File: src/rtl/dmem_arbiter.sv
// Two-port data-memory arbiter: port 0 has priority, port 1 has bounded wait, and read returns are routed by tag.
// Optional conflict counter is built only when DMEM_ARB_CONFLICT_CNT_EN is defined.
module dmem_arbiter #(
  parameter int READ_LATENCY = 1,
  parameter int MAX_WAIT     = 4
) (
  input  logic        clk_i,
  input  logic        rst_i,
  input  logic        m0_req_i,
  input  logic [31:0] m0_addr_i,
  input  logic        m0_read_i,
  input  logic [3:0]  m0_wsel_byte_i,
  input  logic [31:0] m0_wdata_i,
  output logic        m0_gnt_o,
  output logic        m0_rvalid_o,
  output logic [31:0] m0_rdata_o,
  input  logic        m1_req_i,
  input  logic [31:0] m1_addr_i,
  input  logic        m1_read_i,
  input  logic [3:0]  m1_wsel_byte_i,
  input  logic [31:0] m1_wdata_i,
  output logic        m1_gnt_o,
  output logic        m1_rvalid_o,
  output logic [31:0] m1_rdata_o,
  output logic        mem_en_o,
  output logic [31:0] mem_addr_o,
  output logic        mem_read_o,
  output logic [3:0]  mem_wsel_byte_o,
  output logic [31:0] mem_wdata_o,
  input  logic [31:0] mem_rdata_i,
  output logic [31:0] conflict_cnt_o
);

  // Handshake: a request is accepted in the cycle its gnt is high; a denied
  // requester holds req and payload stable until it sees gnt.

  typedef enum logic {PRIO_M0, FORCE_M1} state_t;

  // A zero-width counter is illegal, so MAX_WAIT=0 keeps one unused bit.
  localparam int CW = (MAX_WAIT > 0) ? $clog2(MAX_WAIT + 1) : 1;
  localparam logic [CW-1:0] CNT_LAST = CW'((MAX_WAIT > 0) ? MAX_WAIT - 1 : 0);

  state_t          state;
  state_t          state_next;
  logic [CW-1:0]   wait_cnt;
  logic [CW-1:0]   wait_next;
  logic            gnt0;
  logic            gnt1;
  logic            rd_issue;

  logic [READ_LATENCY-1:0] pipe_vld;
  logic [READ_LATENCY-1:0] pipe_own;
  logic                    ret_vld;
  logic                    ret_own;

  always_ff @(posedge clk_i or posedge rst_i) begin
    if (rst_i) begin
      state    <= PRIO_M0;
      wait_cnt <= '0;
    end else begin
      state    <= state_next;
      wait_cnt <= wait_next;
    end
  end

  always_comb begin
    state_next = state;
    wait_next  = wait_cnt;
    gnt0       = 1'b0;
    gnt1       = 1'b0;
    if (!rst_i) begin
      case (state)
        PRIO_M0: begin
          gnt0 = m0_req_i;
          gnt1 = m1_req_i & ~m0_req_i;
          if (!m1_req_i || gnt1) begin
            wait_next = '0;
          end else if (MAX_WAIT > 0) begin
            if (wait_cnt == CNT_LAST) begin
              state_next = FORCE_M1;
              wait_next  = '0;
            end else begin
              wait_next = wait_cnt + 1'b1;
            end
          end
        end
        FORCE_M1: begin
          // The forced slot is used once or released; it is never held open.
          gnt1       = m1_req_i;
          state_next = PRIO_M0;
          wait_next  = '0;
        end
        default: begin
          state_next = PRIO_M0;
          wait_next  = '0;
        end
      endcase
    end
  end

  assign m0_gnt_o = gnt0;
  assign m1_gnt_o = gnt1;
  assign mem_en_o = gnt0 | gnt1;

  always_comb begin
    mem_addr_o      = 32'd0;
    mem_read_o      = 1'b0;
    mem_wsel_byte_o = 4'd0;
    mem_wdata_o     = 32'd0;
    if (gnt0) begin
      mem_addr_o      = m0_addr_i;
      mem_read_o      = m0_read_i;
      mem_wsel_byte_o = m0_wsel_byte_i;
      mem_wdata_o     = m0_wdata_i;
    end else if (gnt1) begin
      mem_addr_o      = m1_addr_i;
      mem_read_o      = m1_read_i;
      mem_wsel_byte_o = m1_wsel_byte_i;
      mem_wdata_o     = m1_wdata_i;
    end
  end

  assign rd_issue = (gnt0 & m0_read_i) | (gnt1 & m1_read_i);

  // Owner tag: 0 = port 0, 1 = port 1; meaningful only where valid is set.
  always_ff @(posedge clk_i or posedge rst_i) begin
    if (rst_i) begin
      pipe_vld <= '0;
      pipe_own <= '0;
    end else begin
      pipe_vld[0] <= rd_issue;
      pipe_own[0] <= gnt1;
      for (int i = 1; i < READ_LATENCY; i++) begin
        pipe_vld[i] <= pipe_vld[i-1];
        pipe_own[i] <= pipe_own[i-1];
      end
    end
  end

  assign ret_vld = pipe_vld[READ_LATENCY-1] & ~rst_i;
  assign ret_own = pipe_own[READ_LATENCY-1];

  assign m0_rvalid_o = ret_vld & ~ret_own;
  assign m1_rvalid_o = ret_vld & ret_own;
  assign m0_rdata_o  = m0_rvalid_o ? mem_rdata_i : 32'd0;
  assign m1_rdata_o  = m1_rvalid_o ? mem_rdata_i : 32'd0;

`ifdef DMEM_ARB_CONFLICT_CNT_EN
  logic [31:0] conflict_cnt;

  always_ff @(posedge clk_i or posedge rst_i) begin
    if (rst_i) begin
      conflict_cnt <= 32'd0;
    end else if (m0_req_i && m1_req_i && !(&conflict_cnt)) begin
      conflict_cnt <= conflict_cnt + 32'd1;
    end
  end

  assign conflict_cnt_o = conflict_cnt;
`else
  assign conflict_cnt_o = 32'd0;
`endif

endmodule

File: config.mk
export PLATFORM = sky130hd
export DESIGN_NAME = dmem_arbiter
export DESIGN_NICKNAME = d
export VERILOG_FILES = /design/src/rtl/dmem_arbiter.sv
export SDC_FILE = /design/constraint.sdc
export NUM_CORES = 1
export LEC_CHECK = 0
export CORE_AREA = 4 4 132 134
export CTS_BUF_LIST = sky130_fd_sc_hd__clkbuf_4 sky130_fd_sc_hd__clkbuf_8 sky130_fd_sc_hd__clkbuf_16
export CTS_CLUSTER_SIZE = 40
export DETAILED_ROUTE_END_ITERATION = 7
export DIE_AREA = 0 0 136 138
export MAX_ROUTING_LAYER = met4
export PLACE_DENSITY = 0.57
export RECOVER_POWER = 100
export SLEW_MARGIN = 20
export SYNTH_ARGS = -nofsm -noshare
export SYNTH_HDL_FRONTEND = slang
export SYNTH_SLANG_ARGS = --single-unit
File: constraint.sdc
create_clock -name clk_i -period 2.4 [get_ports clk_i]
set_input_delay 0.48 -clock clk_i [delete_from_list [all_inputs] [get_ports clk_i]]
set_output_delay 0.48 -clock clk_i [all_outputs]
set_load 0.01 [all_outputs]
# Yosys cells after proc, flatten, opt, wreduce, memory -nomap -nowiden
# Cells that the tools add are included.
# word_totals
regBits,6
word_cells,40
# op_classes
addsub,1
eq_ne,1
mux,20
n_bitwise,12
reduce_logical,2
# ops
operator,count
32-bit 2-to-1 mux,6
4-bit 2-to-1 mux,2
1-bit 2-to-1 mux,7
1-bit AND,6
3-bit 2-to-1 mux,2
3-bit one-hot mux with 2 select lines,1
1-bit NOT,4
1-bit one-hot mux with 2 select lines,2
"3-bit by 1-bit adder with 3-bit output, second input constant",1
"3-bit by 2-bit == test with 1-bit output, second input constant",1
1-bit bitwise OR,2
1-bit logical NOT,1
1-bit logical OR,1

# Logic depth before layout (Yosys ltp)
# Gate-level depths: netlist of run 1.
# depth
ltp_word,6
ltp_mapped,5
ltp_nobuf,3

# Worst setup path after synthesis of run 1
# No wires, ideal clock.
# synth_timing
kind,input-to-output
start,input port rst_i
end,output port mem_wdata_o[22]
arrival_ps,1426
setup_slack_ps,494
cell_stages,5
n_path_buf,2
cell_sequence,buf_6 > or3b_4 > clkinv_4 > buf_6 > a32o_1
# synth_via
word_cells_on_any_way,4
classes_between,mux (4)
# synth_lines
item,line,text
from (decl),8,"input logic rst_i,"
1-bit 2-to-1 mux,71,if (!rst_i) begin
named net m0_gnt_o,14,"output logic m0_gnt_o,"
32-bit 2-to-1 mux,110,if (gnt0) begin
to (decl),29,"output logic [31:0] mem_wdata_o,"
# The timed path passes the listed nets, and every way through them passes these cells.

# Worst setup path after layout of run 1
# layout_timing
start,input port rst_i
end,output port mem_wdata_o[21]
# layout_via
elab_chain_len,3
word_cells_on_any_way,4
classes_between,mux (4)
# layout_lines
item,line,text
1-bit 2-to-1 mux,71,
32-bit 2-to-1 mux,115,end else if (gnt1) begin
32-bit 2-to-1 mux *,110,
# Every way passes the cells marked *; elsewhere a longest branch is shown, timed or not.

==> impl_results.md, run 1 <==
* Die Span Y at ~140 um
* H-tree Lvls at 1
* Arrival time worst endpoint at 1.83 ns
* Post-synth EDFFs at 0
* First-pass GRT wire length at 18,000 um
* Final Max Tran Viols at 0
* Vias in the first global route at 3,346
* Cts hold-fix bufs at 0
* Internal power at about 0.76 mW
* IO Port Bufs at 311
* Origin of the worst setup path: rst_i
* Hold Vio Cnt, Final at 0
* Leak at around 2.4 nW
* Clock transition at path regs at roughly 0.030 ns
* Status: complete, no violations
* CTS root buf: clkbuf_16
* Synth warn at 0
* Crit share post-route at 0.961
* Max Root-Sink Buffers at 2
* Async set-reset flop share out of synthesis at 1.00
* Startpoint Class: input pin
* Yosys top cell by area: a32o_1
* Max-cap violations at 0
* Final #Nets at 717
* Area of the core at 0.0163 mm^2
* Pin count of the biggest net entering global routing at 45
* Hold path startpoint: wait_cnt[2]$_DFFE_PP0N_
* Seq/Total Area, Yosys at 0.0823
* Die width at approximately 140 um
* TNS Setup at 0 ns
* N_diodes at 0
* Final Core Density at 0.314
* Routability cong. at 0.844
* Total track usage at 0.123
* Routed WL at ~13,000 um
* Combinational group share of total power at 0.658
* Vias per cell at 4.12
* Setup-failing EPs final at 0
* DR pass1 iterations at 4
* CP Class: input pin to output pin
* FP Rows at 47
* Area delta synth->final at 180%
* Top-level I/O count at 344
* Post-Synthesis Cells at 223
* Post-route ant nets at 0
* Layout cell share with drive strength beyond 1 at 0.102
* Worst Hold Class: register to register
* Antenna violations before repair at 0
* Starting density of the core at 0.112
* Power per standard cell area at 215 mW/mm^2
* Final Critical Period at around 2.3 ns
* RSZ-0062 raised after global routing: false
* Post-synth top cells: a32o_1 (71), and2_1 (65), buf_4 (32)
* CTS tree: yes
* DR WL/cell at 16.6 um
* Post-Synthesis Cell Area at approximately 0.0018 mm^2
* Max Clk Rate at 0.434 GHz
* Top post-synthesis cells by area: a32o_1 (39%), and2_1 (22%), buf_4 (13%), dfrtp_1 (8.2%), buf_6 (4.9%)
* CP required at 1.92 ns
* Crit end category: output pin
* Worst flop-to-flop path startpoint: state$_DFFE_PP0N_
* Power share of the clock group at 0.243
* Aggregate global routing overflow at 0
* TritonCTS Sinks at 6
* Crit Path Max Fanout at 13
* Vias at 3,131
* Clock buffer count from CTS at 3
* Maximum vdd drop at 135 uV
* Switching pwr at 0.336 mW
* Library cells used by synthesis at 22
* Flop pwr share at 0.099
* Count leader, synth: a32o_1
* Final clock skew at approximately 0.002 ns
* Post-synthesis register bit count at 6
* Reg2Reg Setup Slack at around 0.85 ns
* Area of the die at 0.0188 mm^2
* Sw Ratio at 0.306
* Syn_area_per_cell at 8.18 um^2
* DRC Markers at 0
* Dpl hpwl at 9720 um
* Post-synth top area share at 0.390
* Clock latency on the worst-skew pair at 0.23 ns
* Iter 0 DRT Violations at between 100 and 150
* Main synth FF type: dfrtp_1
cells in the final DEF (no fill, tap or decap), types with 2 or more instances in the layout:
cell,Yosys,routed
and2_1,65,52
dlygate4sd2_1,0,86
clkdlybuf4s50_1,0,170
nand2_1,3,3
clkbuf_1,20,40
clkbuf_2,0,9
buf_16,0,5
a32o_2,0,2
and2_0,0,13
dfrtp_1,6,6
buf_6,8,8
clkdlybuf4s15_1,0,4
a32o_1,71,69
buf_4,32,10
buf_12,0,7
conb_1,1,32
inv_1,2,2
clkbuf_16,0,3
area by class of cell:
class / instances / area [um^2]
well taps: 220 / 275
clock buffers: 3 / 75.1
inverters: 3 / 23.8
fillers: 1745 / 11200
multi-input cells: 183 / 1370
repair buffers: 345 / 3220
flip-flops and latches: 6 / 150
what timing repair did:
| action | in CTS | in global routing |
|---|---|---|
| setup endpoints to repair | 138 | 32 |
| gates resized for setup | 250 | 44 |
| buffers inserted | 7 | 2 |
| gates cloned | 6 | 1 |
| pin swaps | 3 | 0 |
cells by family after synthesis:
group	Yosys count	synth area share
flops	6	0.0823
buf+inv	65	0.237
other cells	1	0.00206
fa+ha+maj	1	0.00686
simple gates	75	0.263
compound gates	75	0.409
worst max-delay path, stage by stage:
cell and delay (ns):
clkdlybuf4s15_1 0.21, buf_6 0.15, buf_12 0.12, nor2b_4 0.15, buf_6 0.14, buf_16 0.14, a32o_1 0.18, clkdlybuf4s15_1 0.24
final timing paths:
kind	to	depth (start not counted)
setup / recovery	mem_wdata_o[21]	8
hold / removal	wait_cnt[2]$_DFFE_PP0N_	1
setup reg to reg	pipe_vld$_DFF_PP0_	4
hold reg to reg	wait_cnt[2]$_DFFE_PP0N_	1
max in group asynchronous	pipe_vld$_DFF_PP0_	4
min in group asynchronous	wait_cnt[1]$_DFFE_PP0N_	4
flip-flops by register name, indices dropped and copies added, names as in the netlist:
signal	cells
pipe_vld	1
pipe_own	1
state	1
wait_cnt	3
per-stage QoR:
| stage | instance area [um^2] | worst slack (ns) | total power [mW] | instances | hold slack, ns |
|---|---|---|---|---|---|
| after floorplan | 1940 | 0.494 | 0.379 | 254 | 0.396 |
| after global placement | 5130 | -0.514 | 0.849 | 741 | 0.474 |
| after detailed placement | 5130 | -0.525 | 0.856 | 741 | 0.478 |
| after CTS | 5280 | 0.00946 | 1.13 | 757 | 0.485 |
| after global routing | 5110 | 0.0126 | 1.16 | 760 | 0.523 |
| final | 5110 | 0.0938 | 1.10 | 760 | 0.483 |
layer usage:
layer | vias up | wire, um | GRT usage
met5 | - | 0 | -
met4 | 0 | 221 | 0.0265
met3 | 14 | 1350 | 0.0294
met2 | 232 | 6680 | 0.236
met1 | 1443 | 4380 | 0.124
li1 | 1442 | - | -
power by group through the flow:
| stage | sequential, mW | clock, mW | combinational, mW |
|---|---|---|---|
| 6_report | 0.109 | 0.267 | 0.722 |
| 2_1_floorplan | 0.109 | 0 | 0.269 |
| 5_1_grt | 0.109 | 0.281 | 0.768 |
| 3_3_place_gp | 0.110 | 0 | 0.740 |
| 4_1_cts | 0.109 | 0.275 | 0.749 |
| 3_5_place_dp | 0.110 | 0 | 0.746 |
No activity file was read; power rests on OpenSTA's default activity.
==> run 2: changes to the inputs <==
Settings changed: CTS_CLUSTER_SIZE 40 to 30.
==> results of run 2 <==
No change in the layout: final DEF, timing and power equal those of run 1.
==> run 3: changes to the inputs <==
Settings changed: CORE_AREA 4 4 132 134 to 4 4 130 132, DIE_AREA 0 0 136 138 to 0 0 134 136, PLACE_DENSITY 0.57 to 0.58.
Clock period 2.4 ns to 2.6 ns, I/O delays scaled along.
==> run 3 against run 2 <==
  * Cell area increased by 2.7%
  * Core utilization increased by 2.0 points
  * Critical path type unchanged
  * Global-route usage decreased by 0.31 points
  * Clock skew decreased by 0.0013 ns
  * Combinational power decreased by 8.3%
  * Power decreased by 8.3%
  * Critical path depth decreased by 2
  * Setup slack got worse by 0.042 ns
==> impl_results.md, run 3 (synthesis results as in run 1) <==
* Crit end category: output pin
* Status: complete, no violations
* Worst Hold Depth at 1
* Area of the die at ~0.018 mm^2
* Reg2Reg Setup Slack at 1.13 ns
* Setup-failing EPs final at 0
* CP required at 2.08 ns
* Final Max Tran Viols at 0
* DR pass1 iterations at 5
* Cts hold-fix bufs at 0
* Dpl hpwl at approximately 9900 um
* First-pass GRT wire length at 17,200 um
* TritonCTS Sinks at 6
* Die width at approximately 130 um
* Cells after DPL at between 700 and 800
* Final clock skew at 0.000715 ns
* CP Class: input pin to output pin
* Pin count of the biggest net entering global routing at 34
* Startpoint Class: input pin
* Routed WL at 12,200 um
* Post-route ant nets at 0
* Final WS setup at 0.0514 ns
* Final #Nets at 712
* Clock latency on the worst-skew pair at 0.22 ns
* Max stage delay on crit path at 0.53 ns
* Crit Path Max Fanout at 17
* Top cell family by delay on the critical path: buffers and inverters
* Hold path startpoint: wait_cnt[2]$_DFFE_PP0N_
* Placed cell areas at about 0.0051 mm^2
* Critical R2R Capture: pipe_vld$_DFF_PP0_
* Vias per cell at 4.10
* Area of the core at 0.0157 mm^2
* Aggregate global routing overflow at 0
* Path depth of the worst reg2reg path at 4
* Crit share post-route at 0.980
* Top-level I/O count at around 340
* DRC Markers at 0
* Clock transition at path regs at 0.03 ns
* Power per standard cell area at about 190 mW/mm^2
* CP cell instances: dlygate4sd2_1 > buf_4 > and3b_2 > buf_12 > and2_1 > clkdlybuf4s50_1
* FP Rows at 46
* Final Critical Period at 2.55 ns
* Starting density of the core at 0.116
* Fin area at 0.00525 mm^2
* DR WL/cell at 16.3 um
* Antenna violations before repair at 0
* Leak at between 2 and 3 nW
* Pwr Total at 1.01 mW
* H-tree Lvls at 1
* Max Clk Rate at 0.392 GHz
* Largest register FFs at 3
* CTS tree: yes
* Vias in the first global route at 3,254
* Arrival time worst endpoint at 2.03 ns
* Most flops, register: wait_cnt
* Layout cell share with drive strength beyond 1 at 0.0729
* Worst flop-to-flop path startpoint: state$_DFFE_PP0N_
* Clock buffer count from CTS at 3
* Final Core Density at 0.334
* Dpl ws at -0.402 ns
* Max-cap violations at 0
* Most frequent cells in the layout: clkdlybuf4s50_1 (180), dlygate4sd2_1 (128), a32o_1 (70)
* Commonest non-fill, non-tap cell in the layout: clkdlybuf4s50_1
* Routability cong. at 0.795
* Hold Vio Cnt, Final at 0
* N_diodes at 0
* Maximum vdd drop at 175 uV
* IO Port Bufs at slightly above 300
* WHS Endpoint: wait_cnt[2]$_DFFE_PP0N_
* WP buf/inv at 4
* CTS root buf: clkbuf_16
* Vias at 3,080
* Die Span Y at 136 um
* Crit path max-delay cell type: clkdlybuf4s50_1
* Iter 0 DRT Violations at between 100 and 150
* Max Root-Sink Buffers at 2
* Total track usage at 0.120
* Fin cells at approximately 750
* Worst Hold Class: register to register
* Area delta synth->final at 188%
## run 3: changes by cell type in the layout (fill, tap and decap cells not counted), sizes merged
cell | before | now
buf | 32 | 25
bufbuf | 1 | 2
clkbuf | 53 | 6
clkdlybuf4s15 | 5 | 1
clkdlybuf4s50 | 170 | 180
dlygate4sd2 | 86 | 128
## run 3: where the power goes
| part | switching, mW | total, mW | internal (mW) |
|---|---|---|---|
| clock network | 0.0469 | 0.244 | 0.197 |
| registers | 0.00283 | 0.101 | 0.0977 |
| logic | 0.246 | 0.662 | 0.416 |
## run 3: what timing repair did
action                     in CTS  in global routing
pin swaps                       2                  0
setup endpoints to repair     138                  6
gates cloned                    3                  1
resized for setup             146                  1
buffers inserted                5                  1
## run 3: how the worst max path moves through the flow
stage                         endpoint  slack, ns  startpoint  depth (start not counted)
global placement        mem_wdata_o[9]      -0.36    m0_req_i                          6
finish                  m1_rdata_o[22]       0.05       rst_i                          6
global route            m1_rdata_o[15]     -0.005       rst_i                          6
detailed placement  mem_wsel_byte_o[0]      -0.40    m0_req_i                          6
CTS                     m1_rdata_o[18]     0.0003       rst_i                          6
floorplan              mem_wdata_o[22]       0.61       rst_i                          5
## run 3: cell type report
| type | instances | area (um^2) |
|---|---|---|
| clock buffers | 3 | 75.1 |
| fillers | 1664 | 10500 |
| inverters | 3 | 23.8 |
| multi-input cells | 183 | 1370 |
| flip-flops and latches | 6 | 150 |
| well taps | 216 | 270 |
| repair buffers | 340 | 3360 |
## run 3: metal layers
metal | GRT usage | routed length [um] | vias up
li1 | - | - | 1428
met1 | 0.123 | 4430 | 1439
met2 | 0.238 | 6620 | 199
met3 | 0.0244 | 1030 | 14
met4 | 0.0183 | 160 | 0
met5 | - | 0 | -
## run 3: through the flow
stage | setup TNS, ns | hold WS (ns)
detailed placement | -39.30 | 0.477
finish | 0 | 0.484
CTS | 0 | 0.484
global placement | -38.27 | 0.476
global route | -0.00611 | 0.496
floorplan | 0 | 0.436
